--- config.mk ---
export PLATFORM = sky130hd
export DESIGN_NAME = control_unit
export DESIGN_NICKNAME = d
export VERILOG_FILES = /design/src/rtl/src_pkg.sv /design/src/rtl/control_unit.sv
export SDC_FILE = /design/constraint.sdc
export NUM_CORES = 1
export LEC_CHECK = 0
export BUFFER_PORTS_ARGS = -buffer_cell sky130_fd_sc_hd__buf_4
export CAP_MARGIN = 0
export CORE_UTILIZATION = 40
export CTS_CLUSTER_SIZE = 16
export DETAILED_ROUTE_END_ITERATION = 8
export GPL_TIMING_DRIVEN = 0
export PLACE_DENSITY = 0.79
export SYNTH_ARGS = -nofsm -noshare
export SYNTH_HDL_FRONTEND = slang
export SYNTH_SLANG_ARGS = --single-unit
--- constraint.sdc ---
create_clock -name clock -period 1.6 [get_ports clock]
set_input_delay 0.16 -clock clock [delete_from_list [all_inputs] [get_ports clock]]
set_output_delay 0.16 -clock clock [all_outputs]
set_load 0.005 [all_outputs]
--- src/rtl/src_pkg.sv ---
// Shared Mini-SRC definitions: opcodes, control-unit state encoding,
// and the bundle of datapath control strobes.
package src_pkg;

  localparam int IR_W    = 32;
  localparam int OPC_MSB = 31;

  localparam logic [4:0] OP_LD   = 5'd0;
  localparam logic [4:0] OP_LDI  = 5'd1;
  localparam logic [4:0] OP_ST   = 5'd2;
  localparam logic [4:0] OP_ADD  = 5'd3;
  localparam logic [4:0] OP_SUB  = 5'd4;
  localparam logic [4:0] OP_SHR  = 5'd5;
  localparam logic [4:0] OP_SHRA = 5'd6;
  localparam logic [4:0] OP_SHL  = 5'd7;
  localparam logic [4:0] OP_ROR  = 5'd8;
  localparam logic [4:0] OP_ROL  = 5'd9;
  localparam logic [4:0] OP_AND  = 5'd10;
  localparam logic [4:0] OP_OR   = 5'd11;
  localparam logic [4:0] OP_ADDI = 5'd12;
  localparam logic [4:0] OP_ANDI = 5'd13;
  localparam logic [4:0] OP_ORI  = 5'd14;
  localparam logic [4:0] OP_MUL  = 5'd15;
  localparam logic [4:0] OP_DIV  = 5'd16;
  localparam logic [4:0] OP_NEG  = 5'd17;
  localparam logic [4:0] OP_NOT  = 5'd18;
  localparam logic [4:0] OP_BR   = 5'd19;
  localparam logic [4:0] OP_JR   = 5'd20;
  localparam logic [4:0] OP_JAL  = 5'd21;
  localparam logic [4:0] OP_IN   = 5'd22;
  localparam logic [4:0] OP_OUT  = 5'd23;
  localparam logic [4:0] OP_MFHI = 5'd24;
  localparam logic [4:0] OP_MFLO = 5'd25;
  localparam logic [4:0] OP_NOP  = 5'd26;
  localparam logic [4:0] OP_HALT = 5'd27;

  typedef enum logic [3:0] {
    RESET = 4'd0, T0 = 4'd1, T1 = 4'd2, T2 = 4'd3, T3 = 4'd4,
    T4 = 4'd5, T5 = 4'd6, T6 = 4'd7, T7 = 4'd8, HALT = 4'd9
  } state_t;

  typedef struct packed {
    logic pc_out, zhigh_out, zlow_out, hi_out, lo_out, mdr_out, inport_out, c_out;
    logic mar_in, pc_in, mdr_in, ir_in, y_in, hi_in, lo_in, zhigh_in, zlow_in;
    logic outport_in, con_in;
    logic inc_pc, read, write, gra, grb, grc, r_in, r_out, ba_out;
  } strobes_t;

  // Number of execute steps (T3 onward) before returning to T0.
  function automatic logic [2:0] exec_len(logic [4:0] opc);
    case (opc)
      OP_LD, OP_ST:                                   exec_len = 3'd5;
      OP_MUL, OP_DIV, OP_BR:                          exec_len = 3'd4;
      OP_LDI, OP_ADD, OP_SUB, OP_SHR, OP_SHRA, OP_SHL,
      OP_ROR, OP_ROL, OP_AND, OP_OR, OP_ADDI, OP_ANDI,
      OP_ORI:                                         exec_len = 3'd3;
      OP_NEG, OP_NOT, OP_JAL:                         exec_len = 3'd2;
      OP_JR, OP_IN, OP_OUT, OP_MFHI, OP_MFLO:         exec_len = 3'd1;
      default:                                        exec_len = 3'd0;
    endcase
  endfunction

endpackage

--- src/rtl/control_unit.sv ---
// Hardwired Moore control unit for the Mini-SRC single-bus datapath:
// state register plus combinational next-state and strobe decode.
//
// state | meaning
// RESET | held while clear=1; first edge after release goes to T0
// T0    | fetch: PC to MAR, increment PC (held here while stop=1)
// T1    | fetch: memory read into MDR, PC updated
// T2    | fetch: MDR to IR, branch on opcode
// T3-T7 | execute steps for the current opcode
// HALT  | absorbing until clear
module control_unit
  import src_pkg::*;
#(
  parameter int IR_W    = src_pkg::IR_W,
  parameter int OPC_MSB = src_pkg::OPC_MSB
) (
  input  logic            clock,
  input  logic            clear,
  input  logic [IR_W-1:0] ir,
  input  logic            con_ff,
  input  logic            stop,
  output logic            run,
  output logic PCout, Zhighout, Zlowout, HIout, LOout, MDRout, InPortout, Cout,
  output logic MARin, PCin, MDRin, IRin, Yin, HIin, LOin, Zhighin, Zlowin, OutPortin, CONin,
  output logic IncPC, Read, Write, Gra, Grb, Grc, Rin, Rout, BAout
);

  state_t     state_q, state_d;
  strobes_t   s;
  logic [4:0] opc;
  logic [2:0] len;
  logic       unused_ir;

  assign opc       = ir[OPC_MSB -: 5];
  assign len       = exec_len(opc);
  assign unused_ir = ^ir;

  always_ff @(posedge clock or posedge clear) begin
    if (clear) state_q <= RESET;
    else       state_q <= state_d;
  end

  always_comb begin
    state_d = state_q;
    case (state_q)
      RESET: state_d = T0;
      T0:    state_d = stop ? T0 : T1;
      T1:    state_d = T2;
      T2: begin
        if (opc == OP_HALT)   state_d = HALT;
        else if (len == 3'd0) state_d = T0;
        else                  state_d = T3;
      end
      T3, T4, T5, T6, T7: begin
        // Step number of T3 is 1; leave when the opcode's last step is reached.
        if ({1'b0, len} == (4'(state_q) - 4'(T2))) state_d = T0;
        else                                       state_d = state_t'(4'(state_q) + 4'd1);
      end
      HALT:    state_d = HALT;
      default: state_d = RESET;
    endcase
  end

  always_comb begin
    s = '0;
    case (state_q)
      T0: if (!stop) begin s.pc_out = 1'b1; s.mar_in = 1'b1; s.inc_pc = 1'b1; s.zlow_in = 1'b1; end
      T1: begin s.zlow_out = 1'b1; s.pc_in = 1'b1; s.read = 1'b1; s.mdr_in = 1'b1; end
      T2: begin s.mdr_out = 1'b1; s.ir_in = 1'b1; end
      T3, T4, T5, T6, T7: begin
        case (opc)
          OP_ADD, OP_SUB, OP_SHR, OP_SHRA, OP_SHL, OP_ROR, OP_ROL, OP_AND, OP_OR,
          OP_ADDI, OP_ANDI, OP_ORI, OP_LDI, OP_LD, OP_ST: begin
            case (state_q)
              T3: begin
                s.grb = 1'b1; s.y_in = 1'b1;
                if (opc == OP_LDI || opc == OP_LD || opc == OP_ST) s.ba_out = 1'b1;
                else                                               s.r_out  = 1'b1;
              end
              T4: begin
                s.zlow_in = 1'b1;
                if (opc >= OP_ADD && opc <= OP_OR) begin s.grc = 1'b1; s.r_out = 1'b1; end
                else                                 s.c_out = 1'b1;
              end
              T5: begin
                s.zlow_out = 1'b1;
                if (opc == OP_LD || opc == OP_ST) s.mar_in = 1'b1;
                else begin s.gra = 1'b1; s.r_in = 1'b1; end
              end
              T6: begin
                s.mdr_in = 1'b1;
                if (opc == OP_LD) s.read = 1'b1;
                else begin s.gra = 1'b1; s.r_out = 1'b1; end
              end
              T7: begin
                if (opc == OP_LD) begin s.mdr_out = 1'b1; s.gra = 1'b1; s.r_in = 1'b1; end
                else                s.write = 1'b1;
              end
              default: ;
            endcase
          end
          OP_MUL, OP_DIV: begin
            case (state_q)
              T3: begin s.gra = 1'b1; s.r_out = 1'b1; s.y_in = 1'b1; end
              T4: begin s.grb = 1'b1; s.r_out = 1'b1; s.zhigh_in = 1'b1; s.zlow_in = 1'b1; end
              T5: begin s.zlow_out = 1'b1; s.lo_in = 1'b1; end
              T6: begin s.zhigh_out = 1'b1; s.hi_in = 1'b1; end
              default: ;
            endcase
          end
          OP_NEG, OP_NOT: begin
            if (state_q == T3) begin s.grb = 1'b1; s.r_out = 1'b1; s.zlow_in = 1'b1; end
            if (state_q == T4) begin s.zlow_out = 1'b1; s.gra = 1'b1; s.r_in = 1'b1; end
          end
          OP_BR: begin
            case (state_q)
              T3: begin s.gra = 1'b1; s.r_out = 1'b1; s.con_in = 1'b1; end
              T4: begin s.pc_out = 1'b1; s.y_in = 1'b1; end
              T5: begin s.c_out = 1'b1; s.zlow_in = 1'b1; end
              T6: if (con_ff) begin s.zlow_out = 1'b1; s.pc_in = 1'b1; end
              default: ;
            endcase
          end
          OP_JAL: begin
            if (state_q == T3) begin s.pc_out = 1'b1; s.grb = 1'b1; s.r_in = 1'b1; end
            if (state_q == T4) begin s.gra = 1'b1; s.r_out = 1'b1; s.pc_in = 1'b1; end
          end
          OP_JR:   if (state_q == T3) begin s.gra = 1'b1; s.r_out = 1'b1; s.pc_in = 1'b1; end
          OP_IN:   if (state_q == T3) begin s.inport_out = 1'b1; s.gra = 1'b1; s.r_in = 1'b1; end
          OP_OUT:  if (state_q == T3) begin s.gra = 1'b1; s.r_out = 1'b1; s.outport_in = 1'b1; end
          OP_MFHI: if (state_q == T3) begin s.hi_out = 1'b1; s.gra = 1'b1; s.r_in = 1'b1; end
          OP_MFLO: if (state_q == T3) begin s.lo_out = 1'b1; s.gra = 1'b1; s.r_in = 1'b1; end
          default: ;
        endcase
      end
      default: ;
    endcase
  end

  assign run = (state_q != RESET) && (state_q != HALT) && !(state_q == T0 && stop);

  assign PCout     = s.pc_out;     assign Zhighout  = s.zhigh_out;
  assign Zlowout   = s.zlow_out;   assign HIout     = s.hi_out;
  assign LOout     = s.lo_out;     assign MDRout    = s.mdr_out;
  assign InPortout = s.inport_out; assign Cout      = s.c_out;
  assign MARin     = s.mar_in;     assign PCin      = s.pc_in;
  assign MDRin     = s.mdr_in;     assign IRin      = s.ir_in;
  assign Yin       = s.y_in;       assign HIin      = s.hi_in;
  assign LOin      = s.lo_in;      assign Zhighin   = s.zhigh_in;
  assign Zlowin    = s.zlow_in;    assign OutPortin = s.outport_in;
  assign CONin     = s.con_in;     assign IncPC     = s.inc_pc;
  assign Read      = s.read;       assign Write     = s.write;
  assign Gra       = s.gra;        assign Grb       = s.grb;
  assign Grc       = s.grc;        assign Rin       = s.r_in;
  assign Rout      = s.r_out;      assign BAout     = s.ba_out;

endmodule

# == Word-level counts from Yosys, hierarchy flattened ==
# Memories as Yosys holds them, arrays and structs flattened.
# Index checks and enable logic that the tools add are counted.
# word_totals
romBits,96
in_bits,36
word_cells,136
n_memories,1
register_bits,4
output_inout_bits,29
# classes
order_cmp,2
addsub,2
mux,70
n_reduce_logical,23
n_eq_ne,37
# mem_list
memory,words,word_bits,read_ports,rd_ports_with_merged_regs,write_ports,line_no,source
(no name shown),32,3,1,0,0,src_pkg.sv:51,case (opc)
# ops
operator,n
$eq 5x5->1 const B,11
$eq 5x4->1 const B,8
$mux 1,37
$pmux 4 s6,1
$pmux 1 s2,11
$eq 5x3->1 const B,4
$pmux 1 s3,6
$reduce_or 18->1,1
$reduce_or 17->1,1
$eq 4x3->1 const B,4
$reduce_or 15->1,1
$mux 2,6
$mux 4,3
$eq 5x2->1 const B,2
$reduce_or 5->1,2
$eq 4x2->1 const B,2
$eq 4x4->1 const B,2
$pmux 1 s4,2
$reduce_or 8->1,1
$mux 7,1
$mux 3,2
$reduce_or 2->1,3
$eq 5x1->1 const B,1
$ge 5x2->1 const B,1
16 further kinds,21

# == Depth between registers and ports, before layout ==
# logic_depth
ltp_word,7
depth_mapped,8
depth_no_buf,7

# == Least setup slack after synthesis ==
# Ideal clock, no wire load.
# synth_path
path_kind,input port to output port
from,in ir[28]
to,out Rin
n_path_buf,1
required_ns,1.440
t_arrival_ns,1.574
cell_stages,7
slack_ns,-0.134
path_cell_list,inv_1 -> ha_1 -> buf_2 -> or3_1 -> o21ai_4 -> a21oi_1 -> or3_1
# synth_via
elab_chain_cells,6
word_cells_on_any_way,30
classes_between,eq/ne (20); mux (5); reduce/logical (5)
# synth_rtl
item,line_no,source
from (decl),control_unit.sv:19,"input logic [IR_W-1:0] ir,"
$eq 5x2->1 or $logic_not 5->1 (tied branches),"control_unit.sv:71, control_unit.sv:87, control_unit.sv:96",
$logic_or 1x1->1,control_unit.sv:87,if (opc == OP_LD || opc == OP_ST) s.mar_in = 1'b1;
$mux 1,control_unit.sv:87,
$pmux 1 s2,control_unit.sv:74,case (state_q)
$pmux 1 s3 (*),control_unit.sv:71,case (opc)
$mux 7 (*),control_unit.sv:66,case (state_q)
to (decl),control_unit.sv:25,"output logic IncPC, Read, Write, Gra, Grb, Grc, Rin, Rout, BAout"
# Every way passes the cells marked *; elsewhere a longest branch is shown, timed or not.

# == Worst setup path after layout ==
# layout_path
from,reg state_q[1]
to,out Rout
# layout_via
elab_chain_cells,5
word_cells_on_any_way,13
classes_between,eq/ne (5); mux (6); reduce/logical (2)
# layout_rtl
item,line_no,source
from (decl),control_unit.sv:28,"state_t state_q, state_d;"
from (signal assigned),control_unit.sv:40,else state_q <= state_d;
$eq 4x3->1 (on tied branches),--,
$reduce_or 2->1 (no source line),--,
$mux 1,control_unit.sv:103,case (state_q)
$pmux 1 s4,control_unit.sv:71,
$mux 7 (*),control_unit.sv:66,
to (decl),control_unit.sv:25,
# Marked as above.

==> results.py <==
metrics = {
    "run_status": {
        "status": "complete, but fails checks",
        "violations": "negative setup slack",
    },
    "yosys": {
        "async_flop_share_pct": 100.0,
        "synth_cell_types": 50,
        "yosysMostFrequentCell": "nand2_1",
        "synth-xor-area-share_pct": 3.004,
        "synth_top_cell_by_area": "ha_1",
        "synth_mux_area_share_pct": 0.8584,
        "ys_top_cells_by_area": "ha_1, dfrtp_1, nand2_1",
        "synth_enable_flop_cells": 0,
        "syn_area_per_cell_um2": 6.702,
        "synth_top_area_share_pct": 9.657,
        "synth_compound_area_share_pct": 35.52,
        "yosys_warnings": 0,
        "ys.flop_type": "dfrtp_1",
        "ys_top_cells_by_count": "nand2_1, nor2_1, a21oi_1",
        "ys_ff_latch": 4,
        "synthAdderAreaFrac_pct": 9.657,
        "synth_nets": 219,
        "netlist_area_um2": 1166,
        "postSynthCellCount": 174,
        "ys_seq_area_share_pct": 8.584,
        "synth_top_family_by_area": "compound AO/OA/AOI/OAI gates",
        "yosys.area_share.simple_pct": 33.69,
    },
    "timing": {
        "fin_crit_sh_pct": 127.9,
        "fin_skew_ns": 0.01396,
        "fmax_mhz": 488.5,
        "worstMarginPinSlew_ns": 0.7125,
        "drv_slew": 0,
        "whs_ns": 0.3460,
        "hold_viol_final": 0,
        "setup_tns_ns": -6.959,
        "setup_viol": 31,
        "rsz0062_at_grt": "yes",
        "maxSlewHeadroom_pct": 51.75,
        "fin_crit_ns": 2.047,
        "setup_slack_ns": -0.4470,
    },
    "placement": {
        "place_ws_ns": -0.4323,
        "place_inst": 241,
        "port_buffers": 36,
        "post_dp_cell_area_um2": 1508,
        "gp_congestion": 0.8993,
        "post-dp-hpwl_mm": 2.714,
    },
    "critical_path": {
        "worstSetupPathType": "register to primary output",
        "worst_r2r_path_depth": 8,
        "cpPeakStageDelay_ns": 0.47,
        "worstPathMaxFanout": 5,
        "rrSetupSlack_ns": -0.43,
        "crit_arrival_ns": 1.89,
        "cp-startpoint": "state_q[1]",
        "crit_path_end_kind": "primary output",
        "crit_chain": "ha_4 > nand3b_1 > o21a_1 > o21ai_1 > o2bb2ai_1 > a211o_1 > buf_6",
        "cp-start-kind": "register",
        "timing.rr.start": "state_q[1]",
        "cp.required_ns": 1.44,
        "critPathSlowestCell": "dfrtp_2",
        "r2r_end": "state_q[1]",
    },
    "pwr": {
        "vdd_drop_max_uv": 1205,
        "power_switching_mw": 1.225,
        "p_leak_nw": 1.010,
        "p_int_mw": 1.264,
        "seqPwrFrac_pct": 9.6,
        "p_per_area_nw_per_um2": 1069,
        "pwr-share-clk_pct": 6.0,
        "switching_share_pct": 49.22,
        "p_comb_share_pct": 84.4,
    },
    "clocking": {
        "cts_made_buffers": 3,
        "root_buffer": "clkbuf_4",
        "cts_sinks": 4,
        "clk_pin_slew_ns": 0.05,
        "clk_path_buf_depth": 2,
        "cts_tree": "built",
        "cts-htree-levels": 1,
        "clock_latency_ns": 0.26,
    },
    "grt": {
        "gr-total-overflow": 0,
        "grt_first_pass_wirelength_mm": 7.307,
        "grt_max_degree": 11,
        "grt_usage_pct": 28.75,
        "grt_pass1_vias": 1639,
        "antenna_found_initial": 0,
    },
    "detailed_routing": {
        "drt_iter0_markers": 256,
        "drc_errors": 0,
        "vias": 1923,
        "antenna_left": 0,
        "wl_mm": 6.303,
        "viasPerCell": 6.868,
        "wl_per_cell_um": 22.51,
        "firstDrtPassIters": 6,
    },
    "finish": {
        "final_cells": 280,
        "area_growth_pct": 99.57,
        "diodes": 0,
        "largest_register_ffs": 4,
        "nets": 296,
        "drive_above_1_share_pct": 61.85,
        "fill_cells": 112,
        "top_register": "state_q",
        "final_area_um2": 2327,
        "reg.largest.list": "state_q (4)",
    },
    "floorplanning": {
        "die_y_um": 56.00,
        "io-pin-count": 65,
        "core.rowCount": 19,
        "dieArea_um2": 3135,
        "initial_core_util_pct": 42.29,
        "die_w_um": 56.00,
        "coreArea_um2": 2758,
    },
    "flow_run": {
        "cap_violations": 0,
    },
    "hold_path": {
        "hp-class": "primary input to asynchronous set/reset pin",
    },
}
==> layer usage <==
metal,part of all wire [%],GRT usage [%]
met1,39,36.39
met2,47,48.30
met3,9.9,6.047
met4,5.0,9.756
met5,0,0
==> kinds of logic (layout without fill, tap and decap cells) <==
group           after synthesis  count (layout)
xor+xnor                      4               4
flops                         4               4
simple gates                 76              76
buf+inv                      22              97
fa+ha+maj                     9               9
mux                           1               1
compound gates               58              58
==> through the flow <==
stage	utilization, %	power [mW]
global placement	54.67	1.204
detailed placement	54.67	1.224
finish	84.39	2.488
global route	84.39	2.569
CTS	70.92	1.896
floorplan	-	0.8429
==> power by group through the flow <==
stage	sequential, mW	clock, mW	combinational, mW
after floorplan	0.179	0	0.664
after global placement	0.191	0	1.01
after global routing	0.238	0.154	2.18
after CTS	0.219	0.131	1.55
final	0.238	0.149	2.10
after detailed placement	0.194	0	1.03
==> repair_timing <==
item,in CTS,in global routing
setup endpoints to repair,33,33
hold endpoints to repair,4,0
gates resized for setup,66,70
hold buffers,1,0
pin swaps,13,24
buffers inserted,23,17
==> worst max-delay path by stage <==
| stage | end | cells after the start | slack [ns] |
|---|---|---|---|
| floorplan | Rin | 7 | 0.004 |
| global route | Rout | 7 | -0.50 |
| finish | Rout | 7 | -0.45 |
| detailed placement | Rin | 8 | -0.43 |
| CTS | Gra | 8 | -0.30 |
| global placement | Rin | 8 | -0.43 |
==> critical path: cells and delay by family, from the launching register on <==
| family | cells | cell delay [ns] |
|---|---|---|
| buffers and inverters | 1 | 0.12 |
| and+or+nand+nor | 1 | 0.16 |
| adders and majority gates | 1 | 0.19 |
| AOI/OAI and AO/OA | 4 | 0.67 |
| DFF | 1 | 0.47 |
==> placed cells by master, fill, tap and decap left out, types with 6 or more instances in the layout <==
cell type  netlist  final
buf_4            3     54
buf_6            0     19
nor2_1          16     11
nand2_1         18     10
a21oi_1         12      8
ha_4             0      7
nand3_1          8      6
==> cell type report <==
cell class / instances / area (um^2) / area share, %
Sequential cell: 4 / 105.1 / 4.516
Multi-Input combinational cell: 148 / 1349 / 57.96
Inverter: 10 / 55.05 / 2.366
Tap cell: 31 / 38.79 / 1.667
Clock buffer: 3 / 22.52 / 0.9677
Buffer: 11 / 93.84 / 4.032
Timing Repair Buffer: 73 / 663.1 / 28.49
No activity file was read; power rests on OpenSTA's default activity.
